`src/rtl/contadores_pkg.sv`:
```
// Shared defaults for the counter-array block.
package contadores_pkg;

    localparam int unsigned ADDR_W_DEF = 6;
    localparam int unsigned CNT_W_DEF  = 4;

endpackage : contadores_pkg

```
`src/rtl/contador_cell.sv`:
```
// Single wrapping counter: clear beats increment, asynchronous active-low reset.
module contador_cell
    import contadores_pkg::*;
#(
    parameter int unsigned CNT_W = CNT_W_DEF
) (
    input  logic             clk,
    input  logic             gen_reset,
    input  logic             inc,
    input  logic             clr,
    output logic [CNT_W-1:0] cnt
);

    logic [CNT_W-1:0] cnt_d;
    logic [CNT_W-1:0] cnt_q;

    // Next count: clear has priority, otherwise increment modulo 2**CNT_W.
    always_comb begin
        cnt_d = cnt_q;
        if (clr) begin
            cnt_d = '0;
        end else if (inc) begin
            cnt_d = cnt_q + CNT_W'(1);
        end
    end

    // Count register.
    always_ff @(posedge clk or negedge gen_reset) begin
        if (!gen_reset) begin
            cnt_q <= '0;
        end else begin
            cnt_q <= cnt_d;
        end
    end

    assign cnt = cnt_q;

endmodule : contador_cell

```
`src/rtl/contadores_ram.sv`:
```
// Array of 2**ADDR_W independent counters with one shared address for
// update and for a zero-latency combinational read.
module contadores_ram
    import contadores_pkg::*;
#(
    parameter int unsigned ADDR_W = ADDR_W_DEF,
    parameter int unsigned CNT_W  = CNT_W_DEF
) (
    input  logic              clk,
    input  logic              gen_reset,
    input  logic              write_enable,
    input  logic [ADDR_W-1:0] adress,
    input  logic              count_read,
    input  logic              count_reset,
    output logic [CNT_W-1:0]  count_out
);

    localparam int unsigned NUM_CNT = 2 ** ADDR_W;

    logic [CNT_W-1:0] cnt_arr [NUM_CNT];

    // One counter per address; the decoder steers inc/clr to the selected cell only.
    for (genvar i = 0; i < NUM_CNT; i++) begin : g_cell
        logic sel;

        assign sel = (adress == ADDR_W'(i));

        contador_cell #(
            .CNT_W (CNT_W)
        ) u_cell (
            .clk       (clk),
            .gen_reset (gen_reset),
            .inc       (sel & write_enable),
            .clr       (sel & count_reset),
            .cnt       (cnt_arr[i])
        );
    end

    // Read mux: addressed counter when enabled, forced to zero while in reset.
    always_comb begin
        count_out = '0;
        if (count_read && gen_reset) begin
            count_out = cnt_arr[adress];
        end
    end

endmodule : contadores_ram

```
`config.mk`:
```
export PLATFORM = sky130hd
export DESIGN_NAME = contadores_ram
export DESIGN_NICKNAME = d
export VERILOG_FILES = /design/src/rtl/contadores_pkg.sv /design/src/rtl/contador_cell.sv /design/src/rtl/contadores_ram.sv
export SDC_FILE = /design/constraint.sdc
export NUM_CORES = 1
export LEC_CHECK = 0
export CORE_MARGIN = 4
export CORE_UTILIZATION = 55
export CTS_CLUSTER_SIZE = 24
export DETAILED_ROUTE_END_ITERATION = 8
export PLACE_DENSITY = 0.71
export RECOVER_POWER = 50
export SYNTH_ARGS = -nofsm -noshare
export SYNTH_HDL_FRONTEND = slang
export SYNTH_SLANG_ARGS = --single-unit
```
`constraint.sdc`:
```
create_clock -name clk -period 9 [get_ports clk]
set_clock_uncertainty 0.05 [all_clocks]
set_input_delay 2.7 -clock clk [delete_from_list [all_inputs] [get_ports clk]]
set_output_delay 2.7 -clock clk [all_outputs]
set_load 0.03 [all_outputs]
```
# --- After elaboration in Yosys (flattened, before gate mapping) ---
# Index checks and enable logic that the tools add are counted.
# W data, S select, Z words.
word_totals:
  out_inout_bits: 4
  word_cells: 519
  register_bits: 256
  inputBits: 11
classes:
  reduce_logical: 66
  order_cmp: 1
  n_addsub: 64
  n_mux: 132
  eq_ne: 63
  bitwise_logic: 129
op_table:
  columns: ["op", "n"]
  rows:
  - ["$mux W4", 131]
  - ["$add A4 B1 Y4 const B", 64]
  - ["$eq A6 B6 Y1 const B", 32]
  - ["$and A1 B1 Y1", 128]
  - ["$reduce_bool A2 Y1", 64]
  - ["$eq A6 B5 Y1 const B", 16]
  - ["$eq A6 B4 Y1 const B", 8]
  - ["$bmux W4 S6", 1]
  - ["$eq A6 B3 Y1 const B", 4]
  - ["$eq A6 B2 Y1 const B", 2]
  - ["$ge A7 B7 Y1 const B", 1]
  - ["$not A6 Y7", 1]
  - ["$eq A6 B1 Y1 const B", 1]
  - ["$logic_not A6 Y1", 1]
  - ["$logic_and A1 B1 Y1", 1]

# --- Longest topological paths before layout ---
depth:
  ltp_word: 5
  mapped_depth: 8
  depth_no_buf: 4

# --- Hierarchy ---
# Synthesis repeated with hierarchy kept, for this count alone.
hier_totals:
  hier_cells: 1390
  area_unflattened_um2: 15110.7
by_module_without_submodules:
  columns: ["mod", "instances", "seq_area_each_um2", "cells_each", "area_each_um2"]
  rows:
  - ["contador_cell", 64, 100.1, 16, 192.7]
  - ["contadores_ram", 1, 0.0, 366, 2778.9]

# --- Worst setup path before layout ---
# Ideal clock, no wire load.
synth_path:
  path_kind: "input-to-output"
  from: "input port adress[2]"
  to: "output port count_out[1]"
  n_path_buf: 2
  arrival_ps: 4163
  path_slack_ps: 2087
  t_required_ps: 6250
  path_stages: 6
  cell_sequence: "buf_2 -> clkbuf_1 -> mux4_2 -> a221oi_1 -> o21ai_0 -> o211a_1"
synth_via:
  elab_chain_cells: 5
synth_rtl:
  columns: ["element", "line_no", "rtl"]
  rows:
  - ["start: declaration", "contadores_ram.sv:12", "input logic [ADDR_W-1:0] adress,"]
  - ["$not A6 Y7 (not written as such)", "contadores_ram.sv:43", "count_out = cnt_arr[adress];"]
  - ["$bmux W4 S6", "contadores_ram.sv:43", null]
  - ["$mux W4 (not written as such) (2 in series)", "contadores_ram.sv:43", null]
  - ["$mux W4", "contadores_ram.sv:42", "if (count_read && gen_reset) begin"]
  - ["end: declaration", "contadores_ram.sv:15", "output logic [CNT_W-1:0] count_out"]
# No other way between the ends. The select of a mux whose other input is x is not followed.

# --- Worst setup path after layout ---
layout_path:
  from: "input port adress[1]"
  to: "output port count_out[0]"
# Same word-level chain as after synthesis.

==> run metrics <==
clk root buf clkbuf_16; min-delay src g_cell[4].u_cell.cnt[3]$_DFFE_PN0P_; I/O pin total 15; worst hold path cell count 1; initial antenna violation count 0; largest net degree at the start of global routing 145; # diodes 0; H-tree depth 1; Congestion Overflow GR 0; WL final 49300 µm; vias in the first global route 13400; Yosys top cell area share 40.8%; Layout Utilization 59.9%; launch point of the worst reg-to-reg path g_cell[37].u_cell.cnt[0]$_DFFE_PN0P_; synthesized area 15700 µm²; setup TNS 0 ps; Post-synth EDFFs 0; WP data required 6250 ps; post-synth top area cell dfrtp_1; pwr/cell area 174 nW/µm²; share of layout cells above drive strength 1 9.67%; RSZ-0062 raised after global routing no; routed vias/inst 7.37; Slew headroom -142%; failing checks capacitance limit, slew limit; Site Rows 61; leak pwr 7.40 nW; crit-path cells buf_4, buf_4, mux4_2, a22oi_1, a31oi_1, o211a_1, clkdlybuf4s50_1; ranking of synthesized cells by area dfrtp_1 (41%), o21ai_0 (9.7%), mux4_2 (8.3%); fillers 2355; post-synthesis sequential area ratio 40.8%; Cells after Synth 1631; clk slew on worst S/H paths 60 ps; router iterations before antenna repair 6; critical path arrival 5560 ps; global-route wire length before repair 78100 µm; reg2reg end g_cell[37].u_cell.cnt[3]$_DFFE_PN0P_; Cell variety after synth 51; Final Power 2.92 mW; Seq pwr share 45.0%; Int Pwr 2.10 mW; most used cells in the layout excluding fill and tap cells o21ai_0 (304), dfrtp_1 (256), nand2_1 (162); Switching Share 28.1%; commonest non-fill, non-tap cell in the layout o21ai_0; Sink Count 256; Clk pwr share 43.1%; Post-Place Cells 1886; max FFs per register 256; WL per Instance 25.4 µm; net count reported at finish 1614; global router's overall resource usage 31.4%; Worst Tran Pin Value 3630 ps; hold_buf cts 0; fmax 120 MHz; Critical path buffers and inverters 3; Final ANT Viol Nets 0; minimum clock period 8310 ps; Reg2Reg Depth 4; RD Place Congestion 0.961; Layout area overhead 6.82%; Peak VDD IR 0.144 mV; Core Area 28000 µm²; via count of the routed design 14300; Critical Path Sink Type primary output; final setup fails 0; kind of cell adding the most delay to the critical path buffers and inverters; FFs w/ async S/R, synth 100%; Max Root-Sink Buffers 3; CTS tree done; synthesized net count 1706; worst-path fanout max 51; Remaining DRCs 0; Starting Density 56.1%; I/O Buffers 14; net switching power 0.821 mW; R2R setup slack 7660 ps; Die Ht 177 µm; Avg Cell Area, Syn 9.63 µm²; CTS buffer count 29; worst hold path class reg -> reg; Hold Path End g_cell[4].u_cell.cnt[3]$_DFFE_PN0P_; WP depth 7; Worst path most repeated cell buf_4; Yosys reg bits 256; Final period util 92.4%; clk_lat worst skew 560 ps; die area 31300 µm²; CP peak stage delay 610 ps; Critical-path top delay cell buf_4; CP Launch Type input port; synth warn 0; Setup Fix Bufs, Post-CTS 0; post-CTS resize count 0; Die X-Extent 177 µm; Synth Flop Type dfrtp_1; hold slack 421 ps; final cell count without fillers 1939; critical path class in -> out; DR iter-0 viols 1923; Slew Limit Fails 212; Comb pwr share 11.9%; outcome finished with violations; dpl hpwl 31000 µm; Final Hold Violating Endpoints 0; max-cap violations 2
-- final cells by class --
| class | instances | area, µm² | area share, % |
|---|---|---|---|
| clock buffers | 42 | 845 | 5.03 |
| clock inverters | 11 | 161 | 0.962 |
| inverters | 2 | 7.51 | 0.0447 |
| multi-input cells | 1213 | 8600 | 51.2 |
| flip-flops and latches | 256 | 6410 | 38.2 |
| well taps | 378 | 473 | 2.82 |
| repair buffers | 37 | 294 | 1.75 |
-- through the flow --
step                      worst slack (ps)  cell area (µm²)
after detailed placement               749            15800
after CTS                              735            16800
after floorplan                       2090            15700
after global routing                   575            16800
final                                  688            16800
after global placement                 796            15800
-- per-layer routing --
layer  vias up  track usage (%)  part of all wire, %
met2       829             47.1                   44
met1      7165             46.7                   42
met3       128             5.83                   10
li1       6168                -                    -
met5         -                0                    0
met4         0             9.54                  3.4
-- power groups by stage --
stage	Sequential, mW	Clock, mW	Combinational (mW)
6_report	1.32	1.26	0.348
5_1_grt	1.32	1.32	0.382
4_1_cts	1.31	1.27	0.345
3_5_place_dp	1.33	0	0.343
3_3_place_gp	1.33	0	0.332
2_1_floorplan	1.29	0	0.244
-- worst max path at each step --
stage | to | slack [ps] | start
floorplan | count_out[1] | 2090 | adress[2]
global placement | count_out[1] | 800 | adress[0]
detailed placement | count_out[2] | 750 | adress[0]
CTS | count_out[0] | 740 | adress[0]
global route | count_out[1] | 570 | adress[0]
finish | count_out[0] | 690 | adress[1]
-- kinds of logic after synthesis --
family	after synthesis	synth area share [%]
AOI/OAI and AO/OA	581	22.3
adders and majority gates	64	5.10
buffers and inverters	162	4.67
DFF	256	40.8
muxes	72	9.41
and+or+nand+nor	496	17.8
-- cell usage after synthesis (24+ instances only) --
library cell and n:
o21ai_0 304, dfrtp_1 256, nand2_1 162, a31oi_1 102, clkbuf_1 94, nand4_1 82
a21o_1 74, ha_1 64, mux4_2 58, nor4_1 58, and3_1 48, nand2b_1 45
o41ai_1 44, buf_2 40, nand4b_1 24
(Power assumes the default switching activity.)
